<file path="src/rtl/gold_array.sv">
// Gold-bag array: NUM_GOLD bags with a per-frame rest/wobble/fall/break/eaten FSM,
// merged into one registered draw request and routed digger events.
module gold_array #(
   parameter int                    NUM_GOLD         = 4,
   parameter logic [10:0]           board_position_X = 11'd32,
   parameter logic [10:0]           board_position_Y = 11'd160,
   parameter logic [4*NUM_GOLD-1:0] INIT_COL         = '0,
   parameter logic [4*NUM_GOLD-1:0] INIT_ROW         = '0,
   parameter int                    WOBBLE_FRAMES    = 8,
   parameter int                    FALL_SPEED       = 4,
   parameter int                    BREAK_ROWS       = 2,
   parameter logic [10:0]           BOTTOM_Y         = 11'd416,
   parameter logic [11:0]           GOLD_COLOR       = 12'hFC0,
   parameter logic [11:0]           BROKEN_COLOR     = 12'hFF4
) (
   input  logic                     clk,
   input  logic                     resetN,
   input  logic                     startOfFrame,
   input  logic                     collision,
   input  logic                     been_eaten,
   input  logic [NUM_GOLD-1:0]      can_fall,
   input  logic [10:0]              pixelX,
   input  logic [10:0]              pixelY,
   output logic                     gold_dr,
   output logic [11:0]              gold_RGB,
   output logic [3:0]               gold_state,
   output logic [11*NUM_GOLD-1:0]   goldTLX,
   output logic [11*NUM_GOLD-1:0]   goldTLY,
   output logic [NUM_GOLD-1:0]      falling_mask,
   output logic                     all_eaten
);

   localparam logic [2:0] ST_REST   = 3'd0;
   localparam logic [2:0] ST_WOB    = 3'd1;
   localparam logic [2:0] ST_FALL   = 3'd2;
   localparam logic [2:0] ST_EATEN  = 3'd3;
   localparam logic [2:0] ST_BROKEN = 3'd4;

   localparam int          CW         = (WOBBLE_FRAMES > 2) ? $clog2(WOBBLE_FRAMES) : 1;
   localparam logic [CW-1:0] WOB_INIT = CW'(WOBBLE_FRAMES - 1);
   localparam int          SEL_W      = (NUM_GOLD > 1) ? $clog2(NUM_GOLD) : 1;
   localparam logic [10:0] BREAK_DIST = 11'(32 * BREAK_ROWS);

   function automatic logic [10:0] init_x(input int i);
      return board_position_X + {2'b00, INIT_COL[4*i +: 4], 5'b00000};
   endfunction

   function automatic logic [10:0] init_y(input int i);
      return board_position_Y + {2'b00, INIT_ROW[4*i +: 4], 5'b00000};
   endfunction

   // Unsigned wrap-around makes pixels left of / above the bag fail the < 32 test.
   function automatic logic bag_hit(input logic [10:0] px, input logic [10:0] py,
                                    input logic [10:0] x, input logic [10:0] y,
                                    input logic [2:0] st);
      logic [10:0] dx;
      logic [10:0] dy;
      dx = px - x;
      dy = py - y;
      return (st != ST_EATEN) && (dx < 11'd32) && (dy < 11'd32);
   endfunction

   function automatic logic [10:0] fall_y(input logic [10:0] y);
      logic [11:0] s;
      s = {1'b0, y} + 12'(FALL_SPEED);
      return (s > {1'b0, BOTTOM_Y}) ? BOTTOM_Y : s[10:0];
   endfunction

   function automatic logic stop_here(input logic [10:0] y, input logic cf);
      logic [4:0] off;
      off = y[4:0] - board_position_Y[4:0];
      return (!cf && off == 5'd0) || (y == BOTTOM_Y);
   endfunction

   logic [2:0]          st_q  [NUM_GOLD];
   logic [2:0]          st_d  [NUM_GOLD];
   logic [10:0]         x_q   [NUM_GOLD];
   logic [10:0]         y_q   [NUM_GOLD];
   logic [10:0]         y_d   [NUM_GOLD];
   logic [10:0]         sy_q  [NUM_GOLD];
   logic [10:0]         sy_d  [NUM_GOLD];
   logic [CW-1:0]       cnt_q [NUM_GOLD];
   logic [CW-1:0]       cnt_d [NUM_GOLD];
   logic [NUM_GOLD-1:0] coll_q, coll_d, eat_q, eat_d;
   logic [NUM_GOLD-1:0] fm_q, fm_d;
   logic                ae_q, ae_d;
   logic                dr_q, dr_d;
   logic [11:0]         rgb_q, rgb_d;
   logic [3:0]          gst_q, gst_d;
   logic [SEL_W-1:0]    sel_q, sel_d;

   // Draw selection: scanning downwards lets the lowest-index hit win.
   always_comb begin
      dr_d  = 1'b0;
      sel_d = '0;
      gst_d = 4'd0;
      rgb_d = 12'd0;
      for (int i = NUM_GOLD - 1; i >= 0; i--) begin
         if (bag_hit(pixelX, pixelY, x_q[i], y_q[i], st_q[i])) begin
            dr_d  = 1'b1;
            sel_d = SEL_W'(i);
            gst_d = {1'b0, st_q[i]};
            rgb_d = (st_q[i] == ST_BROKEN) ? BROKEN_COLOR : GOLD_COLOR;
         end
      end
   end

   // A frame tick consumes the old latches; an event in that same cycle starts the next frame's latch.
   always_comb begin
      for (int i = 0; i < NUM_GOLD; i++) begin
         coll_d[i] = (startOfFrame ? 1'b0 : coll_q[i]) | (dr_q & collision  & (sel_q == SEL_W'(i)));
         eat_d[i]  = (startOfFrame ? 1'b0 : eat_q[i])  | (dr_q & been_eaten & (sel_q == SEL_W'(i)));
      end
   end

   always_comb begin
      for (int i = 0; i < NUM_GOLD; i++) begin
         st_d[i]  = st_q[i];
         y_d[i]   = y_q[i];
         sy_d[i]  = sy_q[i];
         cnt_d[i] = cnt_q[i];
         if (startOfFrame) begin
            case (st_q[i])
               ST_REST: begin
                  if (can_fall[i]) begin
                     st_d[i]  = ST_WOB;
                     cnt_d[i] = WOB_INIT;
                  end
               end
               ST_WOB: begin
                  if (!can_fall[i]) begin
                     st_d[i] = ST_REST;
                  end else if (cnt_q[i] == '0) begin
                     st_d[i] = ST_FALL;
                     sy_d[i] = y_q[i];
                  end else begin
                     cnt_d[i] = cnt_q[i] - 1'b1;
                  end
               end
               ST_FALL: begin
                  y_d[i] = fall_y(y_q[i]);
                  if (stop_here(y_d[i], can_fall[i]))
                     st_d[i] = ((y_d[i] - sy_q[i]) >= BREAK_DIST) ? ST_BROKEN : ST_REST;
               end
               ST_BROKEN: begin
                  if (eat_q[i]) st_d[i] = ST_EATEN;
               end
               default: ;
            endcase
         end
      end
   end

   always_comb begin
      ae_d = 1'b1;
      for (int i = 0; i < NUM_GOLD; i++) begin
         fm_d[i] = (st_d[i] == ST_FALL);
         ae_d    = ae_d & (st_d[i] == ST_EATEN);
      end
   end

   always_ff @(posedge clk or negedge resetN) begin
      if (!resetN) begin
         for (int i = 0; i < NUM_GOLD; i++) begin
            st_q[i]  <= ST_REST;
            x_q[i]   <= init_x(i);
            y_q[i]   <= init_y(i);
            sy_q[i]  <= init_y(i);
            cnt_q[i] <= '0;
         end
         coll_q <= '0;
         eat_q  <= '0;
         fm_q   <= '0;
         ae_q   <= 1'b0;
         dr_q   <= 1'b0;
         rgb_q  <= 12'd0;
         gst_q  <= 4'd0;
         sel_q  <= '0;
      end else begin
         for (int i = 0; i < NUM_GOLD; i++) begin
            st_q[i]  <= st_d[i];
            x_q[i]   <= x_q[i];
            y_q[i]   <= y_d[i];
            sy_q[i]  <= sy_d[i];
            cnt_q[i] <= cnt_d[i];
         end
         coll_q <= coll_d;
         eat_q  <= eat_d;
         fm_q   <= fm_d;
         ae_q   <= ae_d;
         dr_q   <= dr_d;
         rgb_q  <= rgb_d;
         gst_q  <= gst_d;
         sel_q  <= sel_d;
      end
   end

   always_comb begin
      goldTLX = '0;
      goldTLY = '0;
      for (int i = 0; i < NUM_GOLD; i++) begin
         goldTLX[11*i +: 11] = x_q[i];
         goldTLY[11*i +: 11] = y_q[i];
      end
   end

   assign gold_dr      = dr_q;
   assign gold_RGB     = rgb_q;
   assign gold_state   = gst_q;
   assign falling_mask = fm_q;
   assign all_eaten    = ae_q;

endmodule

</file>
<file path="config.mk">
export PLATFORM = sky130hd
export DESIGN_NAME = gold_array
export DESIGN_NICKNAME = d
export VERILOG_FILES = /design/src/rtl/gold_array.sv
export SDC_FILE = /design/constraint.sdc
export NUM_CORES = 1
export LEC_CHECK = 0
export ABC_AREA = 1
export CAP_MARGIN = 20
export CORE_MARGIN = 5
export CORE_UTILIZATION = 40
export CTS_CLUSTER_SIZE = 20
export DETAILED_ROUTE_END_ITERATION = 12
export MAX_ROUTING_LAYER = met4
export PLACE_DENSITY = 0.7
export SLEW_MARGIN = 20
export SYNTH_ARGS = -nofsm -noshare
export SYNTH_HDL_FRONTEND = slang
export SYNTH_SLANG_ARGS = --single-unit
</file>
<file path="constraint.sdc">
create_clock -name clk -period 9.3 [get_ports clk]
set_input_delay 1.86 -clock clk [delete_from_list [all_inputs] [get_ports clk]]
set_output_delay 1.86 -clock clk [all_outputs]
set_load 0.02 [all_outputs]
</file>
==> Word-level counts from Yosys, hierarchy flattened <==
Cells that the tools add are included.
{ "classes": {"n_addsub": 17, "magnitude_cmp": 13, "eq_ne": 43, "mux": 76, "n_bitwise": 12, "reduce_logical": 49} }
{ "op_table": {"columns": ["cell", "count"], "rows": [
  ["two-way mux 3 bit", 41],
  ["subtractor 11 bit", 8],
  ["less-than comparator 11 x 6 -> 1 bit (second input constant)", 5],
  ["adder 11 x 3 -> 12 bit (second input constant)", 4],
  ["> comparator 12 x 9 -> 1 bit (second input constant)", 4],
  ["two-way mux 12 bit", 4],
  ["case mux 3 bit (4 select lines)", 4],
  ["equality test 11 x 9 -> 1 bit (second input constant)", 4],
  ["greater-or-equal comparator 11 x 7 -> 1 bit (second input constant)", 4],
  ["two-way mux 11 bit", 4],
  ["equality test 3 x 2 -> 1 bit (second input constant)", 12],
  ["zero test 3 bit", 8],
  ["two-way mux 6 bit", 4],
  ["inequality test 2 bit (second input constant)", 12],
  ["case mux 3 bit (2 select lines)", 4],
  ["zero test 5 bit", 4],
  ["AND reduction 5 bit", 4],
  ["AND reduction 4 bit", 4],
  ["equality test 3 x 1 -> 1 bit (second input constant)", 4],
  ["equality test 3 bit (second input constant)", 4],
  ["logical AND 1 bit", 12],
  ["two-way mux 4 bit", 3],
  ["inequality test 3 x 2 -> 1 bit (second input constant)", 4],
  ["subtractor 3 x 1 -> 3 bit (second input constant)", 4],
  ["other kinds (12)", 45]
]} }
{ "word_totals": {"register_bits": 140, "output_inout_bits": 110} }

==> Longest topological paths before layout <==
Gate-level depths: netlist (run 1).
{ "logic_depth": {"ltp_word": 13, "depth_mapped": 30, "depth_no_buf": 29} }

==> Least setup slack after synthesis (run 1) <==
Ideal clock, no wire load.
{ "synth_timing": {"path_type": "input to register", "from": "in pixelY[2]", "to": "reg gst_q[2] (netlist: gold_state[2])", "setup_time_ps": 65, "t_arrival_ps": 3533, "setup_slack_ps": 5702, "path_stages": 15, "path_buffers": 0, "cell_sequence": "ha_1 > nand2_1 > inv_1 > o21ai_0 > nand3_1 > nand2_1 > nand2_1 > or2_2 > a21oi_1 > nand3_1 > nor2_1 > nand3_1 > nand2_1 > nand3_1 > nand2_1"} }
{ "synth_via": {"elab_chain_cells": 7} }
{ "synth_lines": {"columns": ["element", "line", "source"], "rows": [
  ["start: declaration", "23", "input logic [10:0] pixelY,"],
  ["subtractor 11 bit", "59", "dy = py - y;"],
  ["less-than comparator 11 x 6 -> 1 bit", "60", "return (st != ST_EATEN) && (dx < 11'd32) && (dy < 11'd32);"],
  ["logical AND 1 bit", "60", null],
  ["two-way mux 3 bit", "99", "if (bag_hit(pixelX, pixelY, x_q[i], y_q[i], st_q[i])) begin"],
  ["two-way mux 4 bit (2 in a row)", "99", null],
  ["two-way mux 4 bit (*)", "99", null],
  ["via gst_d[2]", "89", "logic [3:0] gst_q, gst_d;"],
  ["end signal: assignment", "193", "gst_q <= gst_d;"],
  ["end: declaration", "89", null]
]} }
Mark *: on every way through the listed nets, which the timed path passes. The rest lies on a longest branch.
A chain may end at the register's enable or synchronous reset.

==> Worst setup path after layout (run 1) <==
{ "layout_timing": {"from": "in pixelY[5]", "to": "reg rgb_q[5] (netlist: gold_RGB[5])"} }
{ "layout_via": {"elab_chain_cells": 7} }
{ "layout_lines": {"columns": ["element", "line", "source"], "rows": [
  ["subtractor 11 bit", "59", null],
  ["less-than comparator 11 x 6 -> 1 bit", "60", null],
  ["logical AND 1 bit", "60", null],
  ["two-way mux 12 bit (3 in a row)", "99", null],
  ["two-way mux 12 bit (*)", "99", null],
  ["end signal: assignment", "192", "rgb_q <= rgb_d;"],
  ["end: declaration", "88", "logic [11:0] rgb_q, rgb_d;"]
]} }
Mark *: on every way between the ends. The rest lies on a longest branch, timed or not.

==> results.sh, run 1 <==
export IMPL_outcome="completed"
export IMPL_maxClockFrequency_mhz=230
export IMPL_cp_slowest_stage_delay_ps=690
export IMPL_number_of_hold_buffers_added_after_cts=0
export IMPL_antenna_cells_inserted=0
export IMPL_path_max_fanout=8
export IMPL_mostFrequentLayoutCell="sky130_fd_sc_hd__nand2_1"
export IMPL_syn_avg_cell_area_um2=6.97
export IMPL_areaGrowthSynthToFinish_pct=15.9
export IMPL_detail_route_first_pass_iterations=5
export IMPL_worst_ir_drop_vdd_uv=180
export IMPL_power_per_cell_area_nw_per_um2=341
export IMPL_average_vias_per_placed_instance=4.92
export IMPL_drc=0
export IMPL_hold_slack_final_ps=479
export IMPL_report_final_slew_viol_count=0
export IMPL_timing_hold_worst_class="reg2reg"
export IMPL_crit_path_frequent_cell="sky130_fd_sc_hd__nand2_1"
export IMPL_synth_xor_xnor_area_share=0.0180
export IMPL_clkSinkCount=129
export IMPL_synth_cell_types=53
export IMPL_first_drt_iteration_drcs=591
export IMPL_grt_pass1_vias=8883
export IMPL_antenna_left=0
export IMPL_finClkSkew_ps=9.69
export IMPL_fin_cells=1895
export IMPL_cp_data_arrival_time_ps=4630
export IMPL_nNetsFinal=1679
export IMPL_cts_tree="done"
export IMPL_critPathLaunchType="primary input"
export IMPL_largest_family_of_logic_cells_by_synthesized_area="simple AND/OR/NAND/NOR gates"
export IMPL_floorplan_die_height_um=170
export IMPL_synth_seq_area_share=0.317
export IMPL_maximum_number_of_pins_on_one_net_before_global_route_repair=68
export IMPL_post_route_period_util=0.467
export IMPL_cap_viol_max_count=0
export IMPL_synth_compound_gate_area_share=0.118
export IMPL_layout_cells_most_common_list="383 x sky130_fd_sc_hd__nand2_1, 238 x sky130_fd_sc_hd__inv_1, 123 x sky130_fd_sc_hd__nor2_1, 113 x sky130_fd_sc_hd__dfrtp_1, 111 x sky130_fd_sc_hd__o21ai_0"
export IMPL_multiplexer_share_of_the_synthesized_area=0
export IMPL_synth_warning_count=0
export IMPL_max_slew_margin_rel=0.426
export IMPL_insertion_delay_ps=420
export IMPL_post_route_cells_drive_above_1_share=0.0626
export IMPL_num_io_pins=141
export IMPL_final_hold_viol_count=0
export IMPL_unrepaired_setup_endpoints_after_global_routing="no"
export IMPL_start_to_end_type_of_the_worst_setup_path="in2reg"
export IMPL_synth_simple_gate_area_frac=0.289
export IMPL_average_detailed_routed_wire_length_per_instance_um=13.8
export IMPL_worst_slack_ps=4960
export IMPL_antenna_found_initial=0
export IMPL_port_buffers=86
export IMPL_critical_path_cell_by_cell="clkdlybuf4s50_1 > ha_1 > nand2_1 > a21oi_1 > nor2_1 > nand2_1 > nand2_1 > nand2_1 > nand2_1 > nand2_1 > a21oi_1 > xor2_1 > nand4_2 > clkinv_1 > nand2_1 > nand2_1"
export IMPL_core_area_um2=25200
export IMPL_syn_area_um2=10200
export IMPL_placed_instances=1863
export IMPL_clk_pin_slew_ps=60
export IMPL_grt_pass1_wl_mm=43.4
export IMPL_prevailing_post_synth_register_cell="sky130_fd_sc_hd__dfrtp_1"
export IMPL_leakage_nw=5.91
export IMPL_num_rows=58
export IMPL_totalNegativeSetupSlack_ps=0
export IMPL_reg2reg_setup_slack_ps=5440
export IMPL_numCtsBuffers=17
export IMPL_synth_edff_count=0
export IMPL_htree_num_levels=4
export IMPL_vias=9329
export IMPL_place_detailed_hpwl_mm=20.2
export IMPL_postCtsSetupRepairBufs=0
export IMPL_endpoint_required_time_on_the_critical_path_ps=9590
export IMPL_worst_path_max_delay_cell="sky130_fd_sc_hd__clkdlybuf4s50_1"
export IMPL_gr_usage_all_layers=0.188
export IMPL_ys_async_sr_fraction=1.00
export IMPL_floorplan_initialDensity=0.407
export IMPL_ctsLongestPathBuffers=2
export IMPL_gp_congestion=0.920
export IMPL_cts_root_buffer="sky130_fd_sc_hd__clkbuf_16"
export IMPL_top_delay_family_on_crit_path="simple AND/OR/NAND/NOR gates"
export IMPL_timing_worst_slew_pin_value_ps=858
export IMPL_placement_setup_slack_ps=4600
export IMPL_period_minus_slack_ps=4340
export IMPL_postSynthRegisterBits=129
export IMPL_critical_path_n_buffers_inverters=2
export IMPL_final_setup_viol_count=0
export IMPL_die_width_um=170
export IMPL_synth_cells=1468
export IMPL_crit_path_end_kind="flip-flop"
export IMPL_post_synth_fa_ha_maj_area_fraction=0.117
export IMPL_ctsResizeCount=0
export IMPL_die_area_um2=28900
export IMPL_routed_wl_mm=26.1
export IMPL_grt_overflow_total=0
-- final cells by class --
class / instances / area (µm²)
multi-input combinational: 1070 / 5750
sequential: 129 / 3250
clock buffer: 17 / 425
clock inverter: 15 / 220
fill: 2455 / 13300
timing repair buffer: 91 / 900
tap: 330 / 413
inverter: 243 / 912
-- state kept, by name, indices dropped and copies added (netlist names) --
signal and count:
goldTLY 44, sy_q 44, cnt_q 12, st_q 12, eat_q 4, falling_mask 4, gold_state 3, gold_RGB 2
sel_q 2, all_eaten 1, gold_dr 1
-- logic make-up (layout without fill, tap and decap cells) --
kind of cell    count (synthesis)  in the layout
buf+inv                       319            366
xor+xnor                       21             21
fa+ha+maj                      96             96
flops                         129            129
other cells                     2             52
compound gates                217            217
simple gates                  684            684
-- cells in the mapped netlist, drive strengths merged (3+ instances only) --
cell type / instances / share of area
o32ai: 4 / 0.0034
and3: 3 / 0.0018
or2: 4 / 0.0024
xnor2: 9 / 0.0077
o22ai: 5 / 0.0031
dfstp: 16 / 0.041
a21oi: 60 / 0.030
nor4: 5 / 0.0055
o21ai: 113 / 0.056
ha: 96 / 0.12
nand3b: 6 / 0.0044
dfrtp: 113 / 0.28
clkbuf: 18 / 0.0076
o21bai: 4 / 0.0029
inv: 242 / 0.089
nand3: 90 / 0.045
buf: 58 / 0.043
nand2: 395 / 0.15
nand4: 26 / 0.016
o21a: 3 / 0.0022
xor2: 12 / 0.010
a22oi: 4 / 0.0029
nor2: 134 / 0.054
o311ai: 3 / 0.0026
nor3: 18 / 0.0093
a31oi: 7 / 0.0043
o211ai: 7 / 0.0051
-- path summary, 6_finish.rpt --
kind	cells past startpoint	start	endpoint
worst max-delay path	16	pixelY[5]	gold_RGB[5]$_DFF_PN0_
worst min-delay path	2	sy_q[20]$_DFFE_PN0P_	sy_q[20]$_DFFE_PN0P_
worst max register to register	26	goldTLY[35]$_DFFE_PN0P_	all_eaten$_DFF_PN0_
worst min register to register	2	sy_q[20]$_DFFE_PN0P_	sy_q[20]$_DFFE_PN0P_
max in group asynchronous	2	resetN	sy_q[20]$_DFFE_PN0P_
min in group asynchronous	1	resetN	goldTLY[6]$_DFFE_PN0P_
-- per-stage QoR --
stage          power, mW   util  instance area (µm²)
2_1_floorplan       2.67      -                10400
3_3_place_gp        3.23  0.446                11200
3_5_place_dp        3.29  0.446                11200
4_1_cts             4.06  0.471                11900
5_1_grt             4.48  0.471                11900
6_report            4.05  0.471                11900
-- routing by layer --
metal,vias up,track usage,routed length (µm)
met3,21,0.0316,1680
met1,4271,0.246,11700
met4,0,0.0455,325
met2,253,0.306,12400
met5,-,-,0
li1,4784,-,-
-- worst reg2reg max path: stages (launching register included) --
cell and delay, ps:
sky130_fd_sc_hd__dfrtp_1 510, sky130_fd_sc_hd__ha_1 250, sky130_fd_sc_hd__inv_1 70, sky130_fd_sc_hd__nor2_2 140, sky130_fd_sc_hd__nand2_1 90, sky130_fd_sc_hd__nand2_1 100
sky130_fd_sc_hd__nand2_2 70, sky130_fd_sc_hd__nor2_2 110, sky130_fd_sc_hd__nand2_2 90, sky130_fd_sc_hd__and2_4 180, sky130_fd_sc_hd__inv_1 180, sky130_fd_sc_hd__nor2_1 90
sky130_fd_sc_hd__ha_1 350, sky130_fd_sc_hd__inv_1 80, sky130_fd_sc_hd__nor3_1 260, sky130_fd_sc_hd__nand3_1 140, sky130_fd_sc_hd__nand4_1 110, sky130_fd_sc_hd__nand3_1 80
sky130_fd_sc_hd__nor2_1 90, sky130_fd_sc_hd__nand2_1 100, sky130_fd_sc_hd__nand3_1 110, sky130_fd_sc_hd__nand2_1 50, sky130_fd_sc_hd__nand2_1 60, sky130_fd_sc_hd__nand2_2 90
sky130_fd_sc_hd__nor2_2 100, sky130_fd_sc_hd__nand2_1 60, sky130_fd_sc_hd__nor2_1 220
-- where the power goes --
part	switching [mW]	internal (mW)
logic	1.45	0.892
clock network	0.281	0.459
registers	0.214	0.749
total	1.95	2.10
Note: power is estimated with default switching activity, not from simulation.
==> inputs of run 2 (changes only) <==
- clock period: 9.3 -> 4.4 ns (I/O delays scaled with it)
==> run 2 against run 1 <==
Design area decreased by 0.17%. Core utilization decreased by 0.079 points. Sequential share of layout area about the same. Highest routed layer unchanged.
==> results.sh, run 2 (same netlist as run 1, synthesis figures left out) <==
export IMPL_num_rows=58
export IMPL_place_area_um2=11200
export IMPL_drc=0
export IMPL_average_vias_per_placed_instance=4.96
export IMPL_switching_power_mw=4.09
export IMPL_ctsResizeCount=0
export IMPL_floorplan_initialDensity=0.407
export IMPL_unrepaired_setup_endpoints_after_global_routing="no"
export IMPL_start_to_end_type_of_the_worst_setup_path="reg2reg"
export IMPL_first_drt_iteration_drcs=597
export IMPL_cp_data_arrival_time_ps=4120
export IMPL_grt_pass1_vias=8840
export IMPL_cts_tree="done"
export IMPL_outcome="completed"
export IMPL_pwr_share_seq=0.240
export IMPL_ctsLongestPathBuffers=2
export IMPL_timing_worst_slew_pin_value_ps=898
export IMPL_cts_root_buffer="sky130_fd_sc_hd__clkbuf_16"
export IMPL_port_buffers=86
export IMPL_antenna_cells_inserted=0
export IMPL_nNetsFinal=1681
export IMPL_antenna_found_initial=0
export IMPL_final_hold_viol_count=0
export IMPL_crit_path_end_kind="flip-flop"
export IMPL_final_setup_viol_count=0
export IMPL_report_final_slew_viol_count=0
export IMPL_grt_pass1_wl_mm=42.8
export IMPL_layout_cells_most_common_list="383 x sky130_fd_sc_hd__nand2_1, 238 x sky130_fd_sc_hd__inv_1, 123 x sky130_fd_sc_hd__nor2_1, 113 x sky130_fd_sc_hd__dfrtp_1, 111 x sky130_fd_sc_hd__o21ai_0"
export IMPL_cap_viol_max_count=0
export IMPL_period_minus_slack_ps=3800
export IMPL_average_detailed_routed_wire_length_per_instance_um=13.8
export IMPL_combinationalPowerShare=0.585
export IMPL_final_cell_area_um2=11800
export IMPL_postCtsSetupRepairBufs=0
export IMPL_switching_share=0.484
export IMPL_endpoint_required_time_on_the_critical_path_ps=4720
export IMPL_vias=9401
export IMPL_worstSetupPathDepth=27
export IMPL_num_io_pins=141
export IMPL_max_slew_margin_rel=0.401
export IMPL_path_max_fanout=7
export IMPL_maximum_number_of_pins_on_one_net_before_global_route_repair=109
export IMPL_die_area_um2=28900
export IMPL_routed_wl_mm=26.1
export IMPL_critical_path_n_buffers_inverters=2
export IMPL_maxClockFrequency_mhz=263
export IMPL_clkSinkCount=129
export IMPL_critPathLaunchType="flip-flop"
export IMPL_placed_instances=1865
export IMPL_insertion_delay_ps=430
export IMPL_mostFrequentLayoutCell="sky130_fd_sc_hd__nand2_1"
export IMPL_gp_congestion=0.915
export IMPL_areaGrowthSynthToFinish_pct=15.7
export IMPL_fin_cells=1897
export IMPL_worst_slack_ps=597
export IMPL_top_delay_family_on_crit_path="simple AND/OR/NAND/NOR gates"
export IMPL_number_of_hold_buffers_added_after_cts=0
export IMPL_core_area_um2=25200
export IMPL_place_detailed_hpwl_mm=20.1
export IMPL_antenna_left=0
export IMPL_reg2regPathDepth=27
export IMPL_htree_num_levels=4
export IMPL_power_per_cell_area_nw_per_um2=715
export IMPL_clk_pin_slew_ps=60
export IMPL_die_width_um=170
export IMPL_timing_hold_worst_class="reg2reg"
export IMPL_post_route_cells_drive_above_1_share=0.0632
export IMPL_grt_overflow_total=0
export IMPL_cp_slowest_stage_delay_ps=510
export IMPL_placement_setup_slack_ps=663
export IMPL_floorplan_die_height_um=170
export IMPL_crit_path_frequent_cell="sky130_fd_sc_hd__nand2_1"
export IMPL_power_share_clock=0.175
export IMPL_post_route_period_util=0.864
export IMPL_finClkSkew_ps=9.38
export IMPL_leakage_nw=5.91
export IMPL_intPower_mw=4.37
export IMPL_min_delay_path_depth=2
export IMPL_detail_route_first_pass_iterations=6
export IMPL_numCtsBuffers=17
export IMPL_totalNegativeSetupSlack_ps=0
export IMPL_gr_usage_all_layers=0.187
export IMPL_worst_path_max_delay_cell="sky130_fd_sc_hd__dfrtp_1"
export IMPL_worst_ir_drop_vdd_uv=450
==> run 2: worst min-delay path, cell delays in order, from the launching register on <==
cell	delay (ps)
sky130_fd_sc_hd__dfrtp_1	340
sky130_fd_sc_hd__nand2_1	50
sky130_fd_sc_hd__o21ai_0	60
==> run 2: per-layer routing <==
| layer | routed length [µm] | global-route usage | up-vias |
|---|---|---|---|
| met5 | 0 | - | - |
| met4 | 601 | 0.0597 | 0 |
| met3 | 1560 | 0.0379 | 37 |
| met2 | 12200 | 0.291 | 277 |
| met1 | 11800 | 0.246 | 4307 |
| li1 | - | - | 4780 |
==> run 2: final cells by class <==
class	instances	area (µm²)
inverters	243	912
clock buffers	18	429
flip-flops and latches	129	3250
multi-input cells	1070	5750
repair buffers	93	917
fillers	2465	13300
clock inverters	14	179
well taps	330	413
==> run 2: worst paths after layout <==
path                                               end  slack (ps)                    start
worst max-delay path               all_eaten$_DFF_PN0_         600  goldTLY[35]$_DFFE_PN0P_
worst min-delay path              sy_q[19]$_DFFE_PN0P_         480     sy_q[19]$_DFFE_PN0P_
worst max register to register     all_eaten$_DFF_PN0_         600  goldTLY[35]$_DFFE_PN0P_
worst min register to register    sy_q[19]$_DFFE_PN0P_         480     sy_q[19]$_DFFE_PN0P_
max in group asynchronous         sy_q[18]$_DFFE_PN1P_        2880                   resetN
min in group asynchronous       goldTLY[6]$_DFFE_PN0P_         530                   resetN
==> run 2: power groups by stage <==
stage               clock [mW]  sequential (mW)  combinational, mW
global placement             0             2.04               4.80
detailed placement           0             2.05               4.92
floorplan                    0             2.10               3.54
finish                    1.48             2.04               4.95
global route              1.57             2.10               5.68
CTS                       1.51             2.03               4.95
==> run 2: per-stage QoR <==
stage	total power, mW	util	hold WS [ps]
floorplan	5.64	-	453
global placement	6.84	0.446	469
detailed placement	6.96	0.446	474
CTS	8.49	0.470	488
global route	9.35	0.470	501
finish	8.47	0.470	484
